<file path="src/rtl/mips_pkg.sv">
// ============================================================================
// mips_pkg : shared MIPS datapath types and constants
// Rev 1.0  : initial release
// ============================================================================
`default_nettype none

package mips_pkg;

  localparam int XLEN       = 32;
  localparam int WORD_BYTES = 4;

  typedef enum logic [1:0] {
    S_IDLE  = 2'd0,
    S_REQ   = 2'd1,
    S_DROP  = 2'd2,
    S_STALL = 2'd3
  } fetch_state_e;

  function automatic logic [XLEN-1:0] word_align(input logic [XLEN-1:0] addr);
    return addr & ~(XLEN'(WORD_BYTES - 1));
  endfunction

endpackage

`default_nettype wire

</file>
<file path="src/rtl/fetch_skid_buf.sv">
// ============================================================================
// fetch_skid_buf : 2-entry {instr, pc} FIFO between fetch and decode
// Rev 1.0        : initial release
// ============================================================================
`default_nettype none

module fetch_skid_buf
  import mips_pkg::*;
(
  input  logic            clk,
  input  logic            rst,
  input  logic            i_push,
  input  logic            i_pop,
  input  logic            i_flush,
  input  logic [XLEN-1:0] i_instr,
  input  logic [XLEN-1:0] i_pc,
  output logic [XLEN-1:0] o_instr,
  output logic [XLEN-1:0] o_pc,
  output logic [1:0]      o_count
);

  logic [XLEN-1:0] r_instr [2];
  logic [XLEN-1:0] r_pc    [2];
  logic [1:0]      r_count;

  // Entry 0 is always the head; a pop shifts entry 1 down.
  always_ff @(posedge clk) begin
    if (rst) begin
      r_count    <= 2'd0;
      r_instr[0] <= '0;
      r_instr[1] <= '0;
      r_pc[0]    <= '0;
      r_pc[1]    <= '0;
    end else if (i_flush) begin
      r_count <= 2'd0;
    end else begin
      unique case ({i_push, i_pop})
        2'b10: begin
          r_instr[r_count[0]] <= i_instr;
          r_pc[r_count[0]]    <= i_pc;
          r_count             <= r_count + 2'd1;
        end
        2'b01: begin
          r_instr[0] <= r_instr[1];
          r_pc[0]    <= r_pc[1];
          r_count    <= r_count - 2'd1;
        end
        2'b11: begin
          if (r_count == 2'd1) begin
            r_instr[0] <= i_instr;
            r_pc[0]    <= i_pc;
          end else begin
            r_instr[0] <= r_instr[1];
            r_pc[0]    <= r_pc[1];
            r_instr[1] <= i_instr;
            r_pc[1]    <= i_pc;
          end
        end
        default: ;
      endcase
    end
  end

  assign o_instr = r_instr[0];
  assign o_pc    = r_pc[0];
  assign o_count = r_count;

endmodule

`default_nettype wire

</file>
<file path="src/rtl/fetch_unit.sv">
// ============================================================================
// fetch_unit : MIPS instruction-fetch stage with PC, imem handshake and skid
// Rev 1.0    : initial release
// ============================================================================
`default_nettype none

module fetch_unit
  import mips_pkg::*;
#(
  parameter logic [XLEN-1:0] RESET_PC = 32'h0000_0000
) (
  input  logic            clk,
  input  logic            rst,
  output logic [XLEN-1:0] pc_o,
  input  logic [XLEN-1:0] pc_plus4_i,
  input  logic            redirect_i,
  input  logic [XLEN-1:0] redirect_pc_i,
  output logic            imem_req_o,
  output logic [XLEN-1:0] imem_addr_o,
  input  logic            imem_ack_i,
  input  logic [XLEN-1:0] imem_rdata_i,
  output logic            inst_valid_o,
  output logic [XLEN-1:0] inst_o,
  output logic [XLEN-1:0] inst_pc_o,
  input  logic            inst_ready_i
);

  fetch_state_e    r_state;
  logic [XLEN-1:0] r_pc;
  logic [1:0]      w_count;
  logic [1:0]      w_count_nxt;
  logic            w_pop;
  logic            w_push;
  logic [XLEN-1:0] w_target;

  assign w_pop       = inst_valid_o & inst_ready_i;
  assign w_push      = (r_state == S_REQ) && imem_ack_i && !redirect_i;
  assign w_target    = word_align(redirect_pc_i);
  assign w_count_nxt = w_count + {1'b0, w_push} - {1'b0, w_pop};

  always_ff @(posedge clk) begin
    if (rst) begin
      r_state <= S_IDLE;
      r_pc    <= RESET_PC;
    end else begin
      if (redirect_i) begin
        r_pc <= w_target;
      end else if (w_push) begin
        r_pc <= pc_plus4_i;
      end

      unique case (r_state)
        S_IDLE: r_state <= S_REQ;
        S_REQ: begin
          // A redirect racing an outstanding request must swallow that ack.
          if (redirect_i) begin
            r_state <= imem_ack_i ? S_REQ : S_DROP;
          end else if (imem_ack_i && (w_count_nxt == 2'd2)) begin
            r_state <= S_STALL;
          end
        end
        S_DROP: begin
          if (imem_ack_i) r_state <= S_REQ;
        end
        S_STALL: begin
          if (redirect_i || w_pop) r_state <= S_REQ;
        end
        default: r_state <= S_IDLE;
      endcase
    end
  end

  fetch_skid_buf u_skid (
    .clk     (clk),
    .rst     (rst),
    .i_push  (w_push),
    .i_pop   (w_pop),
    .i_flush (redirect_i),
    .i_instr (imem_rdata_i),
    .i_pc    (r_pc),
    .o_instr (inst_o),
    .o_pc    (inst_pc_o),
    .o_count (w_count)
  );

  assign pc_o         = r_pc;
  assign imem_addr_o  = r_pc;
  assign imem_req_o   = (r_state == S_REQ) || (r_state == S_DROP);
  assign inst_valid_o = (w_count != 2'd0);

endmodule

`default_nettype wire

</file>
<file path="config.mk">
export PLATFORM = sky130hd
export DESIGN_NAME = fetch_unit
export DESIGN_NICKNAME = d
export VERILOG_FILES = /design/src/rtl/mips_pkg.sv /design/src/rtl/fetch_skid_buf.sv /design/src/rtl/fetch_unit.sv
export SDC_FILE = /design/constraint.sdc
export NUM_CORES = 1
export LEC_CHECK = 0
export CAP_MARGIN = 25
export CORE_ASPECT_RATIO = 0.8
export CORE_MARGIN = 4
export CORE_UTILIZATION = 50
export CTS_CLUSTER_DIAMETER = 60
export DETAILED_ROUTE_END_ITERATION = 10
export DONT_BUFFER_PORTS = 1
export HOLD_SLACK_MARGIN = 0.15
export PLACE_DENSITY = 0.69
export SYNTH_ARGS = -nofsm -noshare
export SYNTH_HDL_FRONTEND = slang
export SYNTH_SLANG_ARGS = --single-unit
</file>
<file path="constraint.sdc">
create_clock -name clk -period 13 [get_ports clk]
set_input_delay 3.9 -clock clk [delete_from_list [all_inputs] [get_ports clk]]
set_output_delay 3.9 -clock clk [all_outputs]
set_load 0.005 [all_outputs]
</file>
==> Yosys cells after proc, flatten, opt, wreduce, memory -nomap -nowiden <==
Memories as Yosys holds them, arrays and structs flattened.
Cells that the tools add are included.
{ "totals": {"input_bits": 101, "mem_bits_rw": 128, "out_inout_bits": 130, "regBits": 36, "mem_count": 2, "wordCells": 87} }
{ "mem_list": {"columns": ["name", "words", "width", "rd", "rd_clocked_by_memory_dff", "write_ports", "line_no", "rtl"], "rows": [
  ["u_skid.r_instr", 2, 32, 2, 0, 2, "fetch_skid_buf.sv:22", "logic [XLEN-1:0] r_instr [2];"],
  ["u_skid.r_pc", 2, 32, 2, 0, 2, "fetch_skid_buf.sv:23", "logic [XLEN-1:0] r_pc [2];"]
]} }
{ "classes": {"addsub": 4, "reduce_logical": 14, "mux": 43, "bitwise": 9, "n_eq_ne": 11} }
{ "ops": {"columns": ["cell", "count"], "rows": [
  ["$mux W32", 12],
  ["$reduce_or A32 Y1", 2],
  ["$mux W1", 24],
  ["$eq A2 B2 Y1 const B", 5],
  ["$mux W2", 5],
  ["$or A1 B1 Y1", 8],
  ["$pmux W2 S4", 1],
  ["$eq A2 B1 Y1 const B", 3],
  ["$reduce_bool A2 Y1", 3],
  ["$ne A2 B2 Y1 const B", 2],
  ["$pmux W2 S2", 1],
  ["$logic_and A1 B1 Y1", 3],
  ["$ne A3 B2 Y1 const B", 1],
  ["$reduce_and A3 Y1", 1],
  ["$add A2 B1 Y2", 1],
  ["$add A2 B1 Y2 const B", 1],
  ["$logic_not A2 Y1", 1],
  ["$logic_or A1 B1 Y1", 2],
  ["$reduce_or A2 Y1", 1],
  ["$sub A2 B1 Y2", 1],
  ["$sub A2 B1 Y2 const B", 1],
  ["$and A1 B1 Y1", 1],
  ["$logic_not A1 Y1", 1]
]} }

==> Logic depth before layout (Yosys ltp) <==
{ "depth": {"word_depth": 12, "ltp_mapped": 12, "mapped_depth_nobuf": 11} }

==> Hierarchy <==
From an unflattened synthesis, not the netlist that was laid out.
{ "unflattened": {"cells_unflattened": 651, "area_unflattened_um2": 7766.2} }
{ "by_module_without_submodules": {"columns": ["mod", "instances", "area_per_inst_um2", "cells_per_inst"], "rows": [
  ["fetch_skid_buf", 1, 5657.9, 451],
  ["fetch_unit", 1, 2108.3, 200]
]} }

==> Worst setup path after synthesis <==
OpenSTA, ideal clock, no wires.
{ "synth_timing": {"kind": "input to register", "startpoint": "input port imem_ack_i", "endpoint": "memory u_skid.r_instr[1][0], enable pin", "setup_slack_ns": 6.207, "cell_stages": 8, "path_buffers": 2, "arrival_ns": 6.373, "setup_time_ns": 0.421, "path_cell_list": "clkbuf_1 nand2_1 buf_2 nor2_1 ha_1 inv_1 o21ai_0 a21o_1"} }
{ "synth_lines": {"columns": ["element", "line_no", "rtl"], "rows": [
  ["start: declaration", "fetch_unit.sv:20", "input logic imem_ack_i,"],
  ["end: declaration", "fetch_skid_buf.sv:22", null]
]} }

==> results.yml <==
finish:
  multiInputGateArea_um2: 2372
  fin_util_pct: 54.40
  fill_cells: 1155
  nets: 670
  drive_above_1_share_pct: 8.028
  synthToLayoutAreaGrowth_pct: 5.034
  seq_area_um2: 4564
  n_antenna_cell: 0
logic_synthesis:
  synthCells: 603
  ys_warn_count: 0
  ys_top_cells_by_count: "128 x edfxtp_1, 69 x nor2_1, 67 x nand2_1"
  synth_flop_cell: "edfxtp_1"
  synth_most_common_cell: "edfxtp_1"
  synth.ff_latch_count: 164
  syn_area_um2: 7481
  synth_area_per_cell_um2: 12.41
  seq_area_frac_synth_pct: 61.01
  synth-edff-count: 128
  ys_types: 35
  async_flop_share_pct: 0
  synth_top_area_share_pct: 51.38
  synth_top_area_cell: "edfxtp_1"
  syn_nets: 713
  synth_top_cells_by_area: "edfxtp_1 51%, dfxtp_1 9.6%, mux2i_1 8.6%"
floorplan:
  core_area_um2: 14440
  chipHeight_um: 117.4
  fp-row-count: 39
  initial_core_util_pct: 51.79
  die_x_um: 144.8
  io_pins: 231
  dieArea_um2: 17000
clocking:
  cts_tree: "yes"
  cts_hold_buffers: 0
  clk_root_buffer_cell: "clkbuf_16"
  htreeDepth: 4
  post_cts_buffers: 0
  clock_path_buffers: 2
  post_cts_resized: 0
  worstSkewPairLatency_ps: 420
  clock_sinks: 164
  cts_buffers: 17
  path_clk_slew_ps: 60
detailed_routing:
  drt_iter0_drc: 150
  wl_mm: 15.72
  ant_nets: 0
  via_per_inst: 5.513
  drc_errors: 0
  via_count: 4173
  drtPass1Iterations: 5
  wl_per_cell_um: 20.76
critical_path:
  worst-setup-path-type: "input pin to flip-flop"
  worstPathRequired_ps: 13060
  critPathArrivalTime_ps: 6520
  start_kind: "input pin"
  r2r_slack_ps: 9240
  crit_fanout: 36
  endpoint_kind: "flip-flop"
pwr:
  pwr-share-comb_pct: 5.2
  p_clk_share_pct: 43.0
  power_switching_uw: 265.7
  ir_worst_vdd_mv: 0.1061
  p_seq_share_pct: 51.8
  switching_share_pct: 22.39
  p_leak_nw: 2.823
  internal-power_uw: 920.6
  p_per_area_nw_per_um2: 151.0
timing:
  period_minus_slack_ps: 6462
  fin_skew_ps: 8.253
  whs_ps: 541.9
  fmax_mhz: 154.8
  fin_setup_tns_ps: 0
  setup_viol: 0
  rsz0062_at_grt: "false"
  slew_viol_final: 0
  relSlewSlack_pct: 36.91
  period_share_pct: 49.71
  tightest_slew_ps: 946.3
  finalHoldViolCount: 0
global_route:
  grt_pass1_vias: 4317
  grt_pass1_wl_mm: 24.27
  grt_overflow: 0
  antenna_found_initial: 0
  grt_max_degree: 65
  grt_usage_pct: 18.67
place:
  hpwl_mm: 9.998
  place_congestion: 0.7924
  numPortBuffers: 0
status:
  status: "finished clean"
min_path:
  hold_path_class: "flip-flop to flip-flop"
job:
  cap_viol_max_count: 0
logic make-up after synthesis:
kind of cell	after synthesis	synth area share (%)
buffers and inverters	79	7.476
adders and majority gates	9	1.505
DFF	164	61.01
AOI/OAI and AO/OA	45	3.462
muxes	94	13.08
and+or+nand+nor	209	12.91
xor gates and xnor gates	3	0.5519
path summary, 6_finish.rpt:
kind,from,to,cells past startpoint
setup / recovery,imem_ack_i,u_skid.r_instr[1][10],7
hold / removal,u_skid.o_count[1],u_skid.o_count[1],2
setup reg to reg,r_state[1],u_skid.r_instr[1][10],9
hold reg to reg,u_skid.o_count[1],u_skid.o_count[1],2
power groups by stage:
stage | Clock, mW | Sequential, mW | Combinational [mW]
after floorplan | 0 | 0.617 | 0.0631
after global placement | 0 | 0.625 | 0.0593
after detailed placement | 0 | 0.626 | 0.0622
after CTS | 0.521 | 0.615 | 0.0625
after global routing | 0.548 | 0.618 | 0.0691
final | 0.510 | 0.614 | 0.0618
final cells by class:
cell class,instances,share of cell area (%)
clock buffers,17,5.414
clock inverters,15,2.277
inverters,11,0.5255
multi-input cells,360,30.19
flip-flops and latches,164,58.09
well taps,184,2.930
repair buffers,6,0.5732
registers in the layout, indices dropped and copies added (netlist names):
name	cells
u_skid.r_pc	64
u_skid.o_count	2
imem_addr_o	32
r_state	2
u_skid.r_instr	64
worst max-delay path: stages:
cell     delay [ps]
nand2_2         480
nor2_1          430
ha_1            240
nand2_1         120
o21ai_0         120
a21o_2          640
buf_4           540
through the flow:
stage               cells  total power [mW]  area [um^2]  setup WS [ps]
global route          757             1.235         7858           6359
floorplan             603            0.6800         7481           6207
global placement      725            0.6845         7253           6194
detailed placement    725            0.6883         7253           6057
finish                757             1.186         7858           6538
CTS                   757             1.198         7858           6510
layer usage:
layer	GRT usage (%)	vias up	share of wire [%]
met3	7.974	18	8.6
met1	22.93	2006	42
met5	0	-	0
met4	5.536	0	1.2
li1	-	1958	-
met2	29.87	191	48
layout by cell type, fill, tap and decap left out, types with 4 or more instances in the layout:
| master | count |
|---|---|
| mux2i_1 | 64 |
| edfxtp_1 | 128 |
| inv_1 | 11 |
| a21oi_1 | 34 |
| mux2_1 | 26 |
| nand2_1 | 66 |
| ha_1 | 9 |
| dfxtp_1 | 36 |
| mux2_2 | 4 |
| and2_1 | 64 |
| nor2_1 | 69 |
| buf_4 | 6 |
| clkbuf_16 | 17 |
No activity file was read; power rests on OpenSTA's default activity.
